File: src/rtl/uart_tx_arbiter_if.sv
// rtl/uart_tx_arbiter_if.sv - producer-side handshake and TX line bundle for the UART TX arbiter
interface uart_tx_arbiter_if #(
    parameter int ID_W = 2
);
    localparam int NREQ = 2**ID_W;

    logic [NREQ-1:0]   req;
    logic [8*NREQ-1:0] data;
    logic [NREQ-1:0]   last;
    logic [NREQ-1:0]   ack;
    logic              tx;
    logic              busy;
    logic [ID_W-1:0]   grant_id;

    // Producers drive bytes and see acks and the line state.
    modport master (output req, data, last, input ack, tx, busy, grant_id);
    // The arbiter consumes bytes and drives the serial line.
    modport slave  (input req, data, last, output ack, tx, busy, grant_id);
endinterface

File: src/rtl/uart_tx_arbiter.sv
// rtl/uart_tx_arbiter.sv - round-robin UART TX arbiter and frame sequencer (optional header frame: UART_TX_ARB_HDR_EN)
module uart_tx_arbiter #(
    parameter int ID_W      = 2,
    parameter int FREQ      = 12000000,
    parameter int BAUD      = 9600,
    parameter int LIM       = FREQ / BAUD,
    parameter int MAX_BURST = 4
) (
    input  logic               clk,
    input  logic               nrst,
    uart_tx_arbiter_if.slave   bus
);
    localparam int NREQ    = 2**ID_W;
    localparam int CNT_W   = ($clog2(LIM) > 11) ? $clog2(LIM) : 11;
    localparam int BURST_W = $clog2(MAX_BURST + 1);
    localparam logic [CNT_W-1:0]   CNT_MAX   = CNT_W'(LIM - 1);
    localparam logic [BURST_W-1:0] BURST_MAX = BURST_W'(MAX_BURST);

`ifdef UART_TX_ARB_HDR_EN
    typedef enum logic [1:0] {S_IDLE, S_LOAD, S_SHIFT, S_HDR} state_t;
`else
    typedef enum logic [1:0] {S_IDLE, S_LOAD, S_SHIFT} state_t;
`endif

    state_t             r_state;
    logic [ID_W-1:0]    r_ptr;
    logic [ID_W-1:0]    r_grant;
    logic [NREQ-1:0]    r_ack;
    logic               r_tx;
    logic               r_busy;
    logic               r_last;
    logic [9:0]         r_shift;
    logic [CNT_W-1:0]   r_cnt;
    logic [3:0]         r_bit;
    logic [BURST_W-1:0] r_burst;
`ifdef UART_TX_ARB_HDR_EN
    logic               r_hdr;
`endif

    logic               w_found;
    logic [ID_W-1:0]    w_pick;
    logic [ID_W-1:0]    w_idx;
    logic [7:0]         w_byte;

    assign w_byte       = bus.data[8*r_grant +: 8];
    assign bus.ack      = r_ack;
    assign bus.tx       = r_tx;
    assign bus.busy     = r_busy;
    assign bus.grant_id = r_grant;

    // Round-robin pick: first requester at or above the pointer, wrapping.
    always_comb begin
        w_found = 1'b0;
        w_pick  = r_ptr;
        w_idx   = r_ptr;
        for (int i = 0; i < NREQ; i++) begin
            w_idx = r_ptr + i[ID_W-1:0];
            if (!w_found && bus.req[w_idx]) begin
                w_found = 1'b1;
                w_pick  = w_idx;
            end
        end
    end

    // Grant, byte fetch and bit serialization; all outputs are registered.
    always_ff @(posedge clk or negedge nrst) begin
        if (!nrst) begin
            r_state <= S_IDLE;
            r_ptr   <= '0;
            r_grant <= '0;
            r_ack   <= '0;
            r_tx    <= 1'b1;
            r_busy  <= 1'b0;
            r_last  <= 1'b0;
            r_shift <= '1;
            r_cnt   <= '0;
            r_bit   <= '0;
            r_burst <= '0;
`ifdef UART_TX_ARB_HDR_EN
            r_hdr   <= 1'b0;
`endif
        end else begin
            r_ack <= '0;
            case (r_state)
                S_IDLE: begin
                    if (w_found) begin
                        r_grant <= w_pick;
                        r_busy  <= 1'b1;
                        r_burst <= '0;
`ifdef UART_TX_ARB_HDR_EN
                        r_state <= S_HDR;
`else
                        r_state <= S_LOAD;
`endif
                    end
                end
`ifdef UART_TX_ARB_HDR_EN
                S_HDR: begin
                    r_shift <= {1'b0, 8'hA0 | 8'(r_grant), 1'b1};
                    r_tx    <= 1'b0;
                    r_cnt   <= '0;
                    r_bit   <= '0;
                    r_hdr   <= 1'b1;
                    r_state <= S_SHIFT;
                end
`endif
                S_LOAD: begin
                    if (!bus.req[r_grant]) begin
                        r_ptr   <= r_grant + 1'b1;
                        r_busy  <= 1'b0;
                        r_state <= S_IDLE;
                    end else begin
                        r_ack[r_grant] <= 1'b1;
                        r_last  <= bus.last[r_grant];
                        r_shift <= {1'b0, w_byte, 1'b1};
                        r_tx    <= 1'b0;
                        r_cnt   <= '0;
                        r_bit   <= '0;
                        r_burst <= r_burst + 1'b1;
                        r_state <= S_SHIFT;
                    end
                end
                S_SHIFT: begin
                    if (r_cnt != CNT_MAX) begin
                        r_cnt <= r_cnt + 1'b1;
                    end else begin
                        r_cnt <= '0;
                        if (r_bit != 4'd9) begin
                            r_bit   <= r_bit + 1'b1;
                            r_shift <= {r_shift[8:0], 1'b1};
                            r_tx    <= r_shift[8];
                        end else begin
`ifdef UART_TX_ARB_HDR_EN
                            if (r_hdr) begin
                                r_hdr   <= 1'b0;
                                r_state <= S_LOAD;
                            end else
`endif
                            if (r_last || (r_burst == BURST_MAX)) begin
                                r_ptr   <= r_grant + 1'b1;
                                r_busy  <= 1'b0;
                                r_state <= S_IDLE;
                            end else begin
                                r_state <= S_LOAD;
                            end
                        end
                    end
                end
                default: r_state <= S_IDLE;
            endcase
        end
    end
endmodule

File: src/flat_wrapper.sv
// flat-port wrapper written by rule: the top's interface ports become plain ports
module uart_tx_arbiter_flat 
#(
    parameter int ID_W      = 2,
    parameter int FREQ      = 12000000,
    parameter int BAUD      = 9600,
    parameter int LIM       = FREQ / BAUD,
    parameter int MAX_BURST = 4
)
  (clk, nrst, bus_req, bus_data, bus_last, bus_ack, bus_tx, bus_busy, bus_grant_id);
  uart_tx_arbiter_if #(.ID_W(ID_W)) bus_i ();
  input  logic clk;
  input  logic nrst;
  input wire logic [$bits(bus_i.req)-1:0] bus_req;
  input wire logic [$bits(bus_i.data)-1:0] bus_data;
  input wire logic [$bits(bus_i.last)-1:0] bus_last;
  output wire logic [$bits(bus_i.ack)-1:0] bus_ack;
  output wire logic [$bits(bus_i.tx)-1:0] bus_tx;
  output wire logic [$bits(bus_i.busy)-1:0] bus_busy;
  output wire logic [$bits(bus_i.grant_id)-1:0] bus_grant_id;
  assign bus_i.req = bus_req;
  assign bus_i.data = bus_data;
  assign bus_i.last = bus_last;
  assign bus_ack = bus_i.ack;
  assign bus_tx = bus_i.tx;
  assign bus_busy = bus_i.busy;
  assign bus_grant_id = bus_i.grant_id;
  uart_tx_arbiter #(.ID_W(ID_W), .FREQ(FREQ), .BAUD(BAUD), .LIM(LIM), .MAX_BURST(MAX_BURST)) u_core (.clk(clk), .nrst(nrst), .bus(bus_i));
endmodule
File: config.mk
export PLATFORM = sky130hd
export DESIGN_NAME = uart_tx_arbiter_flat
export DESIGN_NICKNAME = d
export VERILOG_FILES = /design/src/rtl/uart_tx_arbiter_if.sv /design/src/rtl/uart_tx_arbiter.sv /design/src/flat_wrapper.sv
export SDC_FILE = /design/constraint.sdc
export NUM_CORES = 1
export LEC_CHECK = 0
export CAP_MARGIN = 0
export CORE_MARGIN = 2
export CORE_UTILIZATION = 31
export CTS_CLUSTER_DIAMETER = 200
export DETAILED_ROUTE_END_ITERATION = 7
export PLACE_DENSITY = 0.5
export SYNTH_ARGS = -nofsm -noshare
export SYNTH_HDL_FRONTEND = slang
export SYNTH_SLANG_ARGS = --single-unit
File: constraint.sdc
create_clock -name clk -period 2.4 [get_ports clk]
set_input_delay 0.24 -clock clk [delete_from_list [all_inputs] [get_ports clk]]
set_output_delay 0.24 -clock clk [all_outputs]
set_load 0.05 [all_outputs]
==> flow_summary.yaml <==
run_status:
  outcome: "finished clean"
setup_path:
  crit_buf_inv: 1
  rr_worst_depth: 6
  path_delay_family: "simple AND/OR/NAND/NOR gates"
  cp-start-kind: "flop"
  r2r-start: "u_core.r_cnt[1]$_DFFE_PN0P_"
  crit_type: "flop to flop"
  end_kind: "flop"
  reg2reg_slack_ns: 0.32
  cpPeakStageDelay_ns: 0.45
  slowest_stage: "o31ai_4"
  cp_max_fo: 9
  path_cells: "inv_1 -> ha_1 -> nand4bb_1 -> o31ai_4 -> nor2_1 -> mux2_2"
  cp.arrival_ns: 2.26
  critPathRequiredTime_ns: 2.58
  rr_endpoint: "u_core.r_cnt[0]$_DFFE_PN0P_"
clock_tree:
  cts_setup_buffers: 0
  ctsHoldBuffers: 0
  cts_sinks: 39
  cts_resized: 0
  numCtsBuffers: 5
  cts-root-buf: "clkbuf_8"
  cts.path.max_buffers: 2
  cts-htree-levels: 2
  clk_latency_ns: 0.30
  cts_tree: "yes"
  clk_pin_slew_ns: 0.09
floorplanning:
  dieHeight_um: 97.4
  coreArea_um2: 8590
  rows: 34
  start_util_pct: 31.5
  die_x_um: 97.4
  die_area_um2: 9480
  ioPinCount: 50
synthesis:
  synth_cells: 268
  yosysWarnings: 0
  synth_enable_flop_cells: 0
  synth_seq_cells: 39
  seq_area_frac_synth_pct: 36.5
  avgSynthCellArea_um2: 10.1
  ys_top_cells_by_area: "dfrtp_1 28%, dfstp_2 8.7%, mux4_2 8.3%"
  synth_top_area_cell: "dfrtp_1"
  synth_cell_types: 55
  synth_top_area_share_pct: 27.8
  synth.net_count: 324
  yosysMostFrequentCell: "dfrtp_1"
  async_flop_share_pct: 100
  synth_commonest_cells: "30 x dfrtp_1, 24 x inv_1, 20 x nand2_1"
  synthFlopType: "dfrtp_1"
  synth_area_um2: 2700
place:
  portBuffers: 49
  place_ws_ns: 0.187
  placement.cell_area_um2: 3400
  place.gp.congestion: 0.772
  dpl.hpwl_mm: 5.05
timing:
  fin_setup_tns_ns: 0
  hold_viol_final: 0
  rsz0062_at_grt: "false"
  fin_hold_ws_ns: 0.0444
  clock.fmax_ghz: 0.480
  tightest_slew_ns: 0.833
  finClkSkew_ns: 0.00876
  drv_slew: 0
  setup_ws_ns: 0.317
  finalCritPeriodShare_pct: 86.8
  relSlewSlack_pct: 44.5
  setup_viol_count_final: 0
  min_period_ns: 2.08
cells_and_area:
  drive_above_1_share_pct: 19.6
  final_area_um2: 3500
  diodes: 0
  nets: 386
  multi_input_area_um2: 1560
  seq_area_um2: 987
  area_delta_synth_final_pct: 29.6
  nFillCells: 868
route:
  dr.pass1.iters: 4
  drc_errors: 0
  vias: 2300
  viasPerCell: 5.24
  ant_nets: 0
  drt_iter0_drc: 93
  wl_per_cell_um: 15.5
  wl_mm: 6.79
power_and_ir_drop:
  leakage_uw: 0.00150
  power_density_nw_per_um2: 492
  peakVddDrop_v: 0.000209
  p_total_uw: 1720
global_route:
  antenna_found_initial: 0
  grt_usage_pct: 14.8
  grt-ovfl-total: 0
  grt_pass1_wl_mm: 11.5
  grt_pass1_vias: 2347
  grt_start_max_net_pins: 36
min_path:
  hold_path_class: "primary input to async pin"
flow_run:
  max_cap_viol_count: 0
[placed cells by master (no fill, tap or decap), types with 2 or more instances in the layout]
| cell type | netlist | final |
|---|---|---|
| nor3_1 | 4 | 4 |
| o21ai_0 | 14 | 14 |
| nand2b_1 | 2 | 2 |
| or4_1 | 2 | 2 |
| nand2_1 | 20 | 20 |
| dfrtp_1 | 30 | 30 |
| nor2_1 | 14 | 14 |
| dfstp_2 | 9 | 9 |
| ha_1 | 14 | 14 |
| o31ai_1 | 2 | 2 |
| mux4_2 | 10 | 10 |
| o22ai_1 | 2 | 2 |
| nor4_1 | 4 | 4 |
| a21oi_1 | 5 | 5 |
| a31oi_1 | 9 | 9 |
| clkdlybuf4s50_1 | 0 | 47 |
| o21bai_1 | 7 | 7 |
| a21o_1 | 3 | 3 |
| inv_1 | 24 | 24 |
| a41oi_1 | 2 | 2 |
| and3_1 | 8 | 8 |
| buf_4 | 0 | 20 |
| clkbuf_8 | 0 | 7 |
| and2_1 | 2 | 2 |
| a22o_1 | 9 | 9 |
| nand4_1 | 6 | 6 |
| o221a_2 | 7 | 7 |
| a22oi_1 | 2 | 2 |
| nand3_1 | 6 | 6 |
| or3_1 | 3 | 3 |
| mux2i_1 | 6 | 6 |
| nor2b_1 | 3 | 3 |
| mux2_2 | 5 | 5 |
[stage by stage]
| stage | util (%) | std cells |
|---|---|---|
| 3_5_place_dp | 39.6 | 431 |
| 2_1_floorplan | - | 268 |
| 3_3_place_gp | 39.6 | 431 |
| 5_1_grt | 40.8 | 439 |
| 6_report | 40.8 | 439 |
| 4_1_cts | 40.8 | 439 |
[cell families (layout without fill, tap and decap cells)]
family / after synthesis / count (layout) / share of synthesized area (%)
DFF: 39 / 39 / 36.5
buffers and inverters: 38 / 101 / 5.69
adders and majority gates: 14 / 14 / 6.48
and+or+nand+nor: 82 / 82 / 16.8
AOI/OAI and AO/OA: 72 / 72 / 20.9
muxes: 23 / 23 / 13.6
[worst max-delay path by stage]
stage | slack (ns) | to | cells past startpoint | startpoint
after floorplan | 0.06 | u_core.r_bit[0]$_DFFE_PN0P_ | 6 | u_core.bus.grant_id[0]$_DFFE_PN0P_
after global placement | 0.22 | u_core.r_bit[1]$_DFFE_PN0P_ | 6 | bus_req[2]
after detailed placement | 0.19 | u_core.r_bit[1]$_DFFE_PN0P_ | 6 | bus_req[2]
after CTS | 0.29 | u_core.r_bit[3]$_DFFE_PN0P_ | 7 | u_core.r_cnt[1]$_DFFE_PN0P_
after global routing | 0.13 | u_core.r_bit[3]$_DFFE_PN0P_ | 7 | u_core.r_cnt[1]$_DFFE_PN0P_
final | 0.32 | u_core.r_cnt[0]$_DFFE_PN0P_ | 6 | u_core.r_cnt[1]$_DFFE_PN0P_
[power breakdown]
| group | switching [µW] | internal, µW |
|---|---|---|
| clock | 248 | 263 |
| sequential | 68.8 | 728 |
| combinational | 186 | 228 |
[metal layers]
layer	share of wire, %	global-route usage, %	up-vias
met5	0	0	-
li1	-	-	1137
met4	1.3	4.49	0
met1	50	21.0	1091
met2	44	22.7	63
met3	4.6	3.17	9
[flip-flops by register name (all words and copies together), names as in the netlist]
| signal | flops |
|---|---|
| u_core.r_ptr | 2 |
| u_core.bus.ack | 4 |
| u_core.r_state | 2 |
| u_core.r_cnt | 11 |
| u_core.bus.busy | 1 |
| u_core.r_burst | 3 |
| u_core.r_last | 1 |
| u_core.bus.tx | 1 |
| u_core.r_shift | 8 |
| u_core.bus.grant_id | 2 |
| u_core.r_bit | 4 |
[cell type report]
type,count,share of cell area [%]
Timing Repair Buffer,68,17.9
Inverter,25,2.68
Multi-Input combinational cell,191,44.6
Clock buffer,8,2.86
Sequential cell,39,28.2
Tap cell,108,3.86
(Power assumes the default switching activity.)
